### src/rtl/maze_trail_writer.sv
// maze_trail_writer: tracks a cursor on an 18x11 grid.
// Button pulses move the cursor one cell. Each cell entered is marked in mazestate.
// Entering a tower cell stops the walk with counter = 255.
// Reaching the five checkpoints in order stops the walk with done = 1.
module maze_trail_writer (
    input  logic         CLK,
    input  logic         RESET,
    input  logic         btn_up,
    input  logic         btn_down,
    input  logic         btn_left,
    input  logic         btn_right,
    input  logic         restart,
    input  logic [197:0] tower_map,
    output logic [197:0] mazestate,
    output logic [7:0]   counter,
    output logic [7:0]   cursor,
    output logic [2:0]   checkpoint_cnt,
    output logic         done
);

    localparam int COLS = 18;
    localparam int ROWS = 11;

    typedef enum logic [1:0] {PLAY, HIT, DONE} state_t;

    state_t       state, nxt_state;
    // Row and column are kept alongside cursor so edge checks need no divide.
    logic [3:0]   row, nxt_row;
    logic [4:0]   col, nxt_col;
    logic [197:0] nxt_maze;
    logic [7:0]   nxt_counter, nxt_cursor;
    logic [2:0]   nxt_cp;
    logic         nxt_done;

    logic         mv;
    logic [3:0]   t_row;
    logic [4:0]   t_col;
    logic [7:0]   tgt;

    // Cell index of the checkpoint expected next, in visiting order.
    function automatic logic [7:0] cp_cell(input logic [2:0] i);
        case (i)
            3'd0:    cp_cell = 8'd31;
            3'd1:    cp_cell = 8'd37;
            3'd2:    cp_cell = 8'd113;
            3'd3:    cp_cell = 8'd139;
            default: cp_cell = 8'd178;
        endcase
    endfunction

    // Choose the target cell. The highest-priority pulse decides the move.
    // If that move would cross a grid edge, no move is taken.
    always_comb begin
        mv    = 1'b0;
        t_row = row;
        t_col = col;
        if (btn_up) begin
            if (row != 4'd0) begin
                mv    = 1'b1;
                t_row = row - 4'd1;
            end
        end else if (btn_down) begin
            if (row != 4'(ROWS - 1)) begin
                mv    = 1'b1;
                t_row = row + 4'd1;
            end
        end else if (btn_left) begin
            if (col != 5'd0) begin
                mv    = 1'b1;
                t_col = col - 5'd1;
            end
        end else if (btn_right) begin
            if (col != 5'(COLS - 1)) begin
                mv    = 1'b1;
                t_col = col + 5'd1;
            end
        end
        tgt = 8'(t_row) * 8'(COLS) + 8'(t_col);
    end

    // Compute the next state and the next value of every registered output.
    always_comb begin
        nxt_state   = state;
        nxt_row     = row;
        nxt_col     = col;
        nxt_maze    = mazestate;
        nxt_counter = counter;
        nxt_cursor  = cursor;
        nxt_cp      = checkpoint_cnt;
        nxt_done    = done;
        case (state)
            PLAY: begin
                if (mv) begin
                    if (tower_map[tgt]) begin
                        nxt_state   = HIT;
                        nxt_counter = 8'd255;
                    end else begin
                        nxt_row       = t_row;
                        nxt_col       = t_col;
                        nxt_cursor    = tgt;
                        nxt_maze[tgt] = 1'b1;
                        // Cap at 254 so that 255 always means a tower hit.
                        nxt_counter   = (counter < 8'd254) ? counter + 8'd1 : 8'd254;
                        if (tgt == cp_cell(checkpoint_cnt)) begin
                            nxt_cp = checkpoint_cnt + 3'd1;
                            if (checkpoint_cnt == 3'd4) begin
                                nxt_state = DONE;
                                nxt_done  = 1'b1;
                            end
                        end
                    end
                end
            end
            default: ; // HIT and DONE hold every output until reset
        endcase
    end

    // Register state and outputs. Reset and restart take priority over any move.
    always_ff @(posedge CLK) begin
        if (RESET || restart) begin
            state          <= PLAY;
            row            <= '0;
            col            <= '0;
            cursor         <= '0;
            mazestate      <= 198'd1;
            counter        <= '0;
            checkpoint_cnt <= '0;
            done           <= 1'b0;
        end else begin
            state          <= nxt_state;
            row            <= nxt_row;
            col            <= nxt_col;
            cursor         <= nxt_cursor;
            mazestate      <= nxt_maze;
            counter        <= nxt_counter;
            checkpoint_cnt <= nxt_cp;
            done           <= nxt_done;
        end
    end

endmodule

### config.mk
export PLATFORM = sky130hd
export DESIGN_NAME = maze_trail_writer
export DESIGN_NICKNAME = d
export VERILOG_FILES = /design/src/rtl/maze_trail_writer.sv
export SDC_FILE = /design/constraint.sdc
export NUM_CORES = 1
export LEC_CHECK = 0
export ABC_AREA = 1
export CORE_MARGIN = 3
export CORE_UTILIZATION = 46
export DETAILED_ROUTE_END_ITERATION = 8
export GPL_TIMING_DRIVEN = 0
export PLACE_DENSITY = 0.8
export RECOVER_POWER = 100
export SYNTH_ARGS = -nofsm -noshare
export SYNTH_HDL_FRONTEND = slang
export SYNTH_SLANG_ARGS = --single-unit
export TNS_END_PERCENT = 5
### constraint.sdc
create_clock -name CLK -period 10.3 [get_ports CLK]
set_clock_uncertainty 0.05 [all_clocks]
set_input_delay 1.545 -clock CLK [delete_from_list [all_inputs] [get_ports CLK]]
set_output_delay 1.545 -clock CLK [all_outputs]
set_load 0.005 [all_outputs]
# Word level (Yosys, flattened, before mapping)

Cells that the tools add are included.

Reduce and logical (&&, ||, !) cells: 13
$add $sub $neg: 7
Mux-type cells: 31
Equality and inequality tests: 7
$lt $le $gt $ge: 3
Bitwise gates (word level): 2
Multipliers: 1

Operators by type and width:

| operator            | number |
|---|---|
| $or 198x198->198    | 1 |
| $mux 8              | 5 |
| $pmux 8 s4          | 1 |
| $mux 5              | 6 |
| $mux 4              | 4 |
| $mux 1              | 10 |
| $lt 8x9->1 const B  | 1 |
| $add 8x1->8 const B | 1 |
| $add 8x5->8         | 1 |
| $bmux 1 s8          | 1 |
| $demux 1 s8         | 1 |
| $eq 8x8->1          | 1 |
| $ge 8x1->1 const B  | 1 |
| $lt 8x8->1 const B  | 1 |
| $reduce_and 4->1    | 2 |
| $mul 4x4->7 const B | 1 |
| $eq 3x2->1 const B  | 2 |
| $mux 2              | 3 |
| $add 5x1->5 const B | 1 |
| $ne 5x5->1 const B  | 1 |
| $reduce_and 5->1    | 1 |
| $reduce_bool 5->1   | 1 |
| $sub 5x1->5 const B | 1 |
| $add 4x1->4 const B | 1 |
| other kinds (14)    | 15 |

Word-level logic and storage cells: 72
Flip-flop bits (word level): 229
Output and inout port bits: 218

# Depth between registers and ports, before layout

Gate-level depths: netlist of run 1.

Depth after elaboration: 15
Mapped depth: 30
Gate-level depth less buffers: 29

# Worst setup path before layout of run 1

OpenSTA, ideal clock, no wires.

Path kind: input-to-reg
Start: input btn_left
End: register mazestate[164]
Slack: 5.505 ns
Required time: 10.180 ns
Library setup time: 0.070 ns
Stages on the path: 24
Arrival: 4.675 ns
Buffers on the path: 3
Cell sequence: inv_1 nand2_4 nand2_2 inv_1 o21ai_0 inv_1 ha_1 fa_1 xor2_1 inv_1 nor2_1 clkbuf_1 nand2_1 nand2_1 o21ai_1 nand2_1 nor2_1 nor2_1 nor2_4 nand2_8 buf_8 buf_6 nand4_1 a21oi_1

Longest elaborated chain between the ends: 9
Elaborated cells on any way between the ends: 17
Classes of those cells: add/sub: 1; order compare: 2; mux: 10; bitwise: 2; reduce/logical: 2

Ends and longest elaborated chain:

| element                                                        | RTL line | source |
|---|---|---|
| start, declared                                                | 10       | `input logic btn_left,` |
| $mux 5 *                                                       | 67       | `end else if (btn_left) begin` |
| $mux 5 *                                                       | 62       | `end else if (btn_down) begin` |
| $mux 5 *                                                       | 57       | `if (btn_up) begin` |
| net t_col[1]                                                   | 37       | `logic [4:0] t_col;` |
| $add 8x5->8 *                                                  | 78       | `tgt = 8'(t_row) * 8'(COLS) + 8'(t_col);` |
| $lt 8x9->1 (not written as such) or $ge 8x1->1 (tied branches) | 101      | `nxt_maze[tgt] = 1'b1;` |
| $logic_and 1x1->1 (not written as such)                        | 101      |  |
| $mux 1 (not written as such)                                   | 101      |  |
| $demux 1 s8                                                    | 101      |  |
| $or 198x198->198 (no line)                                     | -        |  |
| end signal, assigned                                           | 134      | `mazestate <= nxt_maze;` |
| end, declared                                                  | 14       | `output logic [197:0] mazestate,` |

Mark *: on every way through the listed nets, which the timed path passes. The rest lies on a longest branch. The select of a mux whose other input is x is not followed.
A chain may end at the register's enable or synchronous reset.

# Worst setup path in the final report of run 1

Start: input btn_up
End: register mazestate[71]

Elaborated cells on any way between the ends: 15
Classes of those cells: add/sub: 1; mul: 1; order compare: 2; mux: 7; bitwise: 2; reduce/logical: 2

RTL lines:

| element                                                        | RTL line | source |
|---|---|---|
| start, declared                                                | 8        | `input logic btn_up,` |
| $mux 5 *                                                       | 57       |  |
| net t_col[1]                                                   | 37       |  |
| $add 8x5->8 *                                                  | 78       |  |
| $lt 8x9->1 (not written as such) or $ge 8x1->1 (tied branches) | 101      |  |
| $logic_and 1x1->1 (not written as such)                        | 101      |  |
| $mux 1 (not written as such)                                   | 101      |  |
| $demux 1 s8                                                    | 101      |  |
| $or 198x198->198 (no line)                                     | -        |  |

Marked as above.

==> metrics.md, run 1 <==
| Metric | Value |
|---|---|
| P_leak | `8.630 nW` |
| Most frequent CP cell | `nand2_1` |
| Critical path required time | `10,690 ps` |
| Row count | `61` |
| Core area | `0.02801 mm^2` |
| Synthesis-to-finish area growth | `40.76%` |
| H-tree depth | `1` |
| EDFF count, synth | `0` |
| Max frequency | `143.6 MHz` |
| Insertion delay to the later sink of the worst-skew pair | `530 ps` |
| Setup WS post-layout | `3336 ps` |
| Via count | `15,470` |
| Ys flop type | `dfxtp_1` |
| TritonRoute pass-1 iters | `6` |
| Initial antenna violation count | `5` |
| Slowest cell delay on critical path | `680 ps` |
| Remaining global-route overflow | `0` |
| Root Buffer | `clkbuf_16` |
| Max-Cap Viols | `0` |
| Post-CTS Repair Setup Buffers | `0` |
| Seq/Total Area, Yosys | `0.3463` |
| Most frequent cells in the layout | `526 x nand2_1, 451 x inv_1, 228 x dfxtp_1` |
| Total Routing Usage GR | `0.3203` |
| Synth Area in XOR/XNOR | `0.007973` |
| Met1 WL | `19,020 um` |
| Commonest non-fill, non-tap cell in the layout | `nand2_1` |
| Max-slew violation count | `0` |
| Post-synthesis register bit count | `228` |
| DP HPWL | `40,110 um` |
| Avg Synthesized Cell Area | `6.371 um^2` |
| Yosys warning count | `0` |
| Routed vias/inst | `5.307` |
| Setup Total Neg Slack | `0 ps` |
| Final WL | `51,540 um` |
| First-pass GRT wire length | `78,920 um` |
| Mapped cell area | `0.01318 mm^2` |
| Status | `complete, no violations` |
| Clock buffer depth | `3` |
| Crit path DAT | `7350 ps` |
| Slew headroom | `0.4066` |
| Share of flip-flops with an asynchronous set or reset | `0` |
| CTS clk-pin slew, worst paths | `60 ps` |
| Die footprint | `0.03072 mm^2` |
| Die Y | `175.3 um` |
| Mux contribution to synthesized area | `0` |
| Largest net degree at the start of global routing | `15` |
| Fin crit share | `0.6761` |
| Nets@finish | `2,743` |
| DRT antenna net count | `0` |
| Placer Congestion | `0.9707` |
| Starting DRT DRC Count | `1,550` |
| Crit start category | `input port` |
| Least-Margin Pin Slew | `890.1 ps` |
| Routed WL per cell | `17.68 um` |
| Post-Place Setup Slack | `4057 ps` |
| Port Buf Inserts | `422` |
| # IOs | `423` |
| Post-synthesis simple-gate area fraction | `0.3187` |
| TritonCTS clock tree | `yes` |
| Final instance area | `0.01855 mm^2` |
| Met3 routed WL | `4657 um` |
| PwrDens | `170.2 mW/mm^2` |
| Top Layer Used | `met5` |
| CTS resizes | `0` |
| Placed Area | `0.01788 mm^2` |
| Peak VDD IR | `0.0001207 V` |
| # hold bufs at CTS | `0` |
| Power Total | `3.158 mW` |
| Post-Syn Instances | `2,069` |
| Hold Fails Final Rpt | `0` |
| Num CTS Buffers | `24` |
| CP Max Fanout | `10` |
| Layout cell share with drive strength beyond 1 | `0.04264` |
| DRC viols | `0` |
| Crit path kind | `input port to flop` |
| WL met2 | `24,590 um` |
| Vias in the first global route | `14,747` |
| CTS Sinks | `228` |
| Minimum clock period | `6964 ps` |
| Hold WC Path Type | `flop to flop` |
| Net Count, Synth | `2,295` |
| Die Wd | `175.3 um` |
| RSZ-0062 raised after global routing | `no` |
| Yosys cell types | `40` |
| Slowest cell on crit path | `dlygate4sd3_1` |
| Crit. End Element | `flop` |
| Main combinational cell family by area after synthesis | `simple AND/OR/NAND/NOR gates` |
| Post-Synth Adder-Cell Area | `0.02050` |
| Endpoints failing setup | `0` |
| Post-synthesis compound-gate area fraction | `0.1129` |
| Initial Utilization | `0.4706` |
## worst paths after layout
path                   from        endpoint  slack [ps]  cells after the start
max reg2reg       cursor[0]   mazestate[71]        4140                     29
max                  btn_up   mazestate[71]        3340                     26
min          mazestate[169]  mazestate[169]         400                      2
min reg2reg  mazestate[169]  mazestate[169]         400                      2
## through the flow
| stage | util | cells | hold WS [ps] |
|---|---|---|---|
| finish | 0.6624 | 2915 | 397.1 |
| detailed placement | 0.6383 | 2869 | 388.7 |
| floorplan | - | 2069 | 380.4 |
| global placement | 0.6383 | 2869 | 383.6 |
| CTS | 0.6687 | 2911 | 398.1 |
| global route | 0.6624 | 2915 | 406.8 |
## synthesized netlist by cell type, types with 3 or more instances
master,number,share of area
nand2_1,523,0.15
inv_1,449,0.13
dfxtp_1,228,0.35
a21oi_1,224,0.085
nand4_1,203,0.096
nor2_1,109,0.031
clkbuf_1,45,0.013
nand3_1,44,0.017
o21ai_0,39,0.015
buf_2,37,0.014
buf_6,20,0.017
ha_1,20,0.019
o21ai_1,17,0.0065
buf_4,15,0.0085
nand3b_1,13,0.0074
nor3_1,11,0.0042
xor2_1,11,0.0073
buf_1,10,0.0028
dlygate4sd1_1,8,0.0053
nand2_2,7,0.0033
inv_2,4,0.0011
buf_8,3,0.0034
nand2_4,3,0.0026
o211ai_1,3,0.0017
## kinds of logic after synthesis
family	count (synthesis)
buffers and inverters	593
flip-flops	228
AO/OA/AOI/OAI	290
XOR/XNOR	12
adder cells (fa/ha/maj)	21
AND/OR/NAND/NOR	925
## flip-flops by register name, summed over array words and instances, names as in the netlist
register / flops
cursor: 8
checkpoint_cnt: 3
state: 2
done: 1
counter: 8
col: 4
row: 4
mazestate: 198
## power by group
part           internal, mW  total, mW  switching (mW)
Sequential            0.901      0.919          0.0181
Combinational         0.358       1.30           0.942
Clock                 0.576      0.940           0.364
Total                  1.83       3.16            1.32
## worst max-delay path, delay by kind of cell
family	cells	cell delay, ps
AND/OR/NAND/NOR	12	1890
XOR/XNOR	1	370
buffers and inverters	8	2390
AO/OA/AOI/OAI	3	500
adder cells (fa/ha/maj)	2	640
## cell type report
type / count / area, um^2
plain buffers: 138 / 686.9
multi-input cells: 1248 / 6036
flip-flops and latches: 228 / 4564
diodes: 4 / 10.01
inverters: 455 / 1708
clock buffers: 31 / 656.9
repair buffers: 422 / 4224
fillers: 2493 / 9457
clock inverters: 11 / 195.2
well taps: 378 / 473.0
## routing by layer
| metal | vias up | GRT usage |
|---|---|---|
| met3 | 189 | 0.05664 |
| li1 | 7374 | - |
| met1 | 6992 | 0.3771 |
| met5 | - | 0 |
| met4 | 2 | 0.1715 |
| met2 | 913 | 0.5547 |
Power figures use the tool's default switching activity.
==> run 2: changes to the inputs <==
==> constraint.sdc (replaced) <==
create_clock -name CLK -period 7 [get_ports CLK]
set_clock_uncertainty 0.05 [all_clocks]
set_input_delay 1.05 -clock CLK [delete_from_list [all_inputs] [get_ports CLK]]
set_output_delay 1.05 -clock CLK [all_outputs]
set_load 0.005 [all_outputs]
==> metrics.md, run 2 (same netlist as run 1, synthesis figures left out) <==
| Metric | Value |
|---|---|
| RSZ-0062 raised after global routing | `no` |
| Commonest non-fill, non-tap cell in the layout | `nand2_1` |
| Crit path kind | `input port to flop` |
| Placed Area | `0.01788 mm^2` |
| Top Registers | `mazestate x198, counter x8, cursor x8` |
| PwrDens | `258.6 mW/mm^2` |
| Minimum clock period | `5914 ps` |
| Layout cell share with drive strength beyond 1 | `0.05053` |
| # IOs | `423` |
| Die Wd | `175.3 um` |
| Initial Utilization | `0.4706` |
| Crit path DAT | `6290 ps` |
| # hold bufs at CTS | `0` |
| Clock buffer depth | `3` |
| Largest net degree at the start of global routing | `15` |
| Vias in the first global route | `14,742` |
| Reg2reg end | `checkpoint_cnt[2]` |
| Largest Register | `mazestate` |
| Root Buffer | `clkbuf_16` |
| Core area | `0.02801 mm^2` |
| Num CTS Buffers | `24` |
| Status | `complete, no violations` |
| Fin crit share | `0.8448` |
| Slew headroom | `0.4021` |
| CTS clk-pin slew, worst paths | `60 ps` |
| R2R Setup Slk | `1380 ps` |
| Die Y | `175.3 um` |
| Port Buf Inserts | `422` |
| Hold WC Path Type | `flop to flop` |
| Via count | `15,460` |
| Setup Total Neg Slack | `0 ps` |
| Top delay family on crit path | `simple AND/OR/NAND/NOR gates` |
| Max-slew violation count | `0` |
| Setup WS post-layout | `1086 ps` |
| Critical path required time | `7370 ps` |
| Insertion delay to the later sink of the worst-skew pair | `520 ps` |
| Routed WL per cell | `17.73 um` |
| DRC viols | `0` |
| Synthesis-to-finish area growth | `41.83%` |
| Reg-to-Reg Start | `cursor[0]` |
| Endpoints failing setup | `0` |
| Final instance area | `0.01870 mm^2` |
| Placer Congestion | `0.9707` |
| P_leak | `8.721 nW` |
| Max frequency | `169.1 MHz` |
| Die footprint | `0.03072 mm^2` |
| Crit. End Element | `flop` |
| Post-Place Setup Slack | `1252 ps` |
| Nets@finish | `2,743` |
| Starting DRT DRC Count | `1,609` |
| Total Routing Usage GR | `0.3204` |
| Remaining global-route overflow | `0` |
| CTS resizes | `0` |
| R2r worst-path depth | `29` |
| Max FFs per register | `198` |
| Buf/Inv on CP | `7` |
| First-pass GRT wire length | `78,940 um` |
| CTS Sinks | `228` |
| DRT antenna net count | `0` |
| TritonRoute pass-1 iters | `6` |
| Most frequent cells in the layout | `524 x nand2_1, 450 x inv_1, 228 x dfxtp_1` |
| Slowest cell delay on critical path | `680 ps` |
| DP HPWL | `40,110 um` |
| Power Total | `4.834 mW` |
| TritonCTS clock tree | `yes` |
| Row count | `61` |
| Routed vias/inst | `5.304` |
| H-tree depth | `1` |
| Least-Margin Pin Slew | `896.8 ps` |
| Initial antenna violation count | `5` |
| Crit start category | `input port` |
| Worst Hold Path Cells | `2` |
| Slowest cell on crit path | `dlygate4sd3_1` |
| Post-CTS Repair Setup Buffers | `0` |
| Peak VDD IR | `0.0001780 V` |
| Worst Hold Path EP | `mazestate[169]` |
| Worst hold path startpoint | `mazestate[169]` |
| Max-Cap Viols | `0` |
| Final WL | `51,680 um` |
| CP Max Fanout | `10` |
| Hold Fails Final Rpt | `0` |
-- run 2: cell count changes in the layout (fill, tap and decap cells not counted), sizes merged --
cell / before / now
clkbuf: 101 / 84
buf: 60 / 77
-- run 2: cell type report --
type / instances / area (um^2)
diodes: 4 / 10.01
plain buffers: 138 / 818.3
clock buffers: 31 / 656.9
clock inverters: 11 / 195.2
fillers: 2465 / 9315
inverters: 455 / 1708
multi-input cells: 1248 / 6046
flip-flops and latches: 228 / 4564
well taps: 378 / 473.0
repair buffers: 422 / 4224
-- run 2: where the power goes --
part,internal (mW),switching [mW]
Clock,0.847,0.535
Sequential,1.33,0.0268
Combinational,0.687,1.41
Total,2.86,1.97
-- run 2: per-layer routing --
metal,vias up,GRT usage,wire [um]
li1,7379,-,-
met1,7045,0.3774,19220
met5,-,0,13
met3,180,0.05664,4449
met2,854,0.5549,24770
met4,2,0.1712,3227
-- run 2: worst max path at each step --
stage                        start                end  slack [ps]  depth (start not counted)
final                       btn_up  checkpoint_cnt[2]        1090                         26
after global placement      btn_up      mazestate[71]        1300                         26
after global routing        btn_up          cursor[7]         620                         26
after floorplan           btn_left     mazestate[164]        2700                         24
after detailed placement    btn_up      mazestate[71]        1250                         26
after CTS                   btn_up     mazestate[177]        1720                         26
-- run 2: stage by stage --
stage	instances	hold slack, ps	utilization
floorplan	2069	380.4	-
detailed placement	2869	388.7	0.6383
global placement	2869	383.6	0.6383
global route	2915	406.8	0.6674
finish	2915	396.9	0.6674
CTS	2911	398.1	0.6687
-- run 2: worst register-to-register path, delay by kind of cell, from the launching register on --
kind / cells / cell delay (ps)
xor+xnor: 1 / 370
flops: 1 / 410
fa+ha+maj: 3 / 820
simple gates: 15 / 2110
compound gates: 2 / 320
buf+inv: 8 / 1460
==> run 3: changes to the inputs <==
--- a/config.mk
+++ b/config.mk
@@ -7,10 +7,10 @@
 export LEC_CHECK = 0
 export ABC_AREA = 1
 export CORE_MARGIN = 3
-export CORE_UTILIZATION = 46
+export CORE_UTILIZATION = 43
 export DETAILED_ROUTE_END_ITERATION = 8
 export GPL_TIMING_DRIVEN = 0
-export PLACE_DENSITY = 0.8
+export PLACE_DENSITY = 0.78
 export RECOVER_POWER = 100
 export SYNTH_ARGS = -nofsm -noshare
 export SYNTH_HDL_FRONTEND = slang
==> constraint.sdc (replaced) <==
create_clock -name CLK -period 5.4 [get_ports CLK]
set_clock_uncertainty 0.05 [all_clocks]
set_input_delay 0.81 -clock CLK [delete_from_list [all_inputs] [get_ports CLK]]
set_output_delay 0.81 -clock CLK [all_outputs]
set_load 0.005 [all_outputs]
==> metrics.md, run 3 (same netlist as run 1, synthesis figures left out) <==
| Metric | Value |
|---|---|
| Critical path required time | `5800 ps` |
| Root Buffer | `clkbuf_16` |
| Die Y | `181.1 um` |
| CTS clk-pin slew, worst paths | `60 ps` |
| Top delay family on crit path | `simple AND/OR/NAND/NOR gates` |
| Synthesis-to-finish area growth | `41.58%` |
| # IOs | `423` |
| Die Wd | `181.1 um` |
| Crit start category | `flop` |
| Via count | `15,301` |
| Register share of total power | `0.286` |
| Sw Share | `0.4152` |
| Buf/Inv on CP | `9` |
| Commonest non-fill, non-tap cell in the layout | `nand2_1` |
| Die footprint | `0.03279 mm^2` |
| Crit path kind | `flop to flop` |
| H-tree depth | `1` |
| Clock buffer depth | `3` |
| Max-slew violation count | `0` |
| Slowest cell on crit path | `fa_1` |
| P_leak | `8.709 nW` |
| Minimum clock period | `4982 ps` |
| Slowest cell delay on critical path | `580 ps` |
| Hold Fails Final Rpt | `0` |
| Nets@finish | `2,743` |
| Crit path DAT | `5380 ps` |
| RSZ-0062 raised after global routing | `yes` |
| Routed WL per cell | `17.71 um` |
| Largest net degree at the start of global routing | `14` |
| Fin crit share | `0.9226` |
| Row count | `63` |
| Most frequent cells in the layout | `523 x nand2_1, 450 x inv_1, 228 x dfxtp_1` |
| First-pass GRT wire length | `79,540 um` |
| Total Routing Usage GR | `0.3000` |
| Layout cell share with drive strength beyond 1 | `0.05490` |
| Slew headroom | `0.4317` |
| Max FFs per register | `198` |
| Fin Hold WS | `394.7 ps` |
| Least-Margin Pin Slew | `852.4 ps` |
| CP Max Fanout | `10` |
| Max frequency | `200.7 MHz` |
| Largest Register | `mazestate` |
| Internal Power | `3.591 mW` |
| Insertion delay to the later sink of the worst-skew pair | `520 ps` |
| Status | `complete, no violations` |
| Setup Total Neg Slack | `0 ps` |
| Placer Congestion | `0.9130` |
| Core Util, Final | `0.6230` |
| Endpoints failing setup | `0` |
| Combinational Power Share | `0.434` |
| Initial antenna violation count | `6` |
| Starting DRT DRC Count | `1,340` |
| Routed vias/inst | `5.228` |
| NetSw | `2.550 mW` |
| DRC viols | `0` |
| Vias in the first global route | `14,760` |
| DRT antenna net count | `0` |
| Crit. End Element | `flop` |
| Port Buf Inserts | `422` |
| Hold WC Path Type | `flop to flop` |
| TritonRoute pass-1 iters | `5` |
| DP HPWL | `40,670 um` |
| CTS Sinks | `228` |
| Post-CTS Repair Setup Buffers | `0` |
| Remaining global-route overflow | `0` |
| Max-Cap Viols | `0` |
| Peak VDD IR | `0.0002862 V` |
| CTS resizes | `0` |
| Core area | `0.02995 mm^2` |
| Clock power share | `0.280` |
| # fillers | `2,760` |
| Multi-input gate area | `0.006075 mm^2` |
| TritonCTS clock tree | `yes` |
| PwrDens | `329.1 mW/mm^2` |
| Initial Utilization | `0.4401` |
| Num CTS Buffers | `24` |
| # hold bufs at CTS | `0` |
| Final WL | `51,850 um` |
| Top Registers | `mazestate x198, counter x8, cursor x8` |
| Most frequent CP cell | `inv_1` |
| Register area | `0.004564 mm^2` |
==> run 3: metrics by stage <==
stage / total power, mW / cell area [um^2] / std cells / setup slack (ps)
6_report: 6.141 / 18660 / 2927 / 418.2
5_1_grt: 6.462 / 18660 / 2927 / -59.95
4_1_cts: 6.229 / 18710 / 2922 / 202.3
3_5_place_dp: 4.525 / 17890 / 2881 / -186.4
3_3_place_gp: 4.478 / 17890 / 2881 / -83.57
2_1_floorplan: 3.655 / 13180 / 2069 / 1278
==> run 3: final cells by class <==
cell class,instances,share of cell area
multi-input combinational,1248,0.3255
inverter,455,0.09152
tap,390,0.02615
sequential,228,0.2446
timing repair buffer,422,0.2263
clock inverter,10,0.008984
buffer,138,0.04157
clock buffer,31,0.03466
antenna,5,0.0006705
==> run 3: worst register-to-register path, delay by kind of cell, from the launching register on <==
family,cells,cell delay (ps)
simple gates,13,1620
flops,1,400
compound gates,3,500
buf+inv,9,1350
fa+ha+maj,3,990
==> run 3: worst paths after layout <==
check / from / to / slack, ps / depth (start not counted)
min: mazestate[78] / mazestate[78] / 390 / 2
max: cursor[0] / mazestate[50] / 420 / 28
max reg2reg: cursor[0] / mazestate[50] / 420 / 28
min reg2reg: mazestate[78] / mazestate[78] / 390 / 2
==> run 3: power by group through the flow <==
stage | registers (mW) | clock network [mW] | logic [mW]
after floorplan | 1.78 | 0 | 1.87
after global placement | 1.79 | 0 | 2.69
after detailed placement | 1.79 | 0 | 2.73
after CTS | 1.76 | 1.72 | 2.75
after global routing | 1.76 | 1.79 | 2.91
final | 1.75 | 1.72 | 2.67
==> run 3: per-layer routing <==
layer / GRT usage / part of all wire / vias to the layer above
met5: 0 / 0.00025 / -
met4: 0.1490 / 0.058 / 2
met3: 0.05637 / 0.090 / 156
met2: 0.5300 / 0.48 / 794
met1: 0.3465 / 0.37 / 6979
li1: - / - / 7370
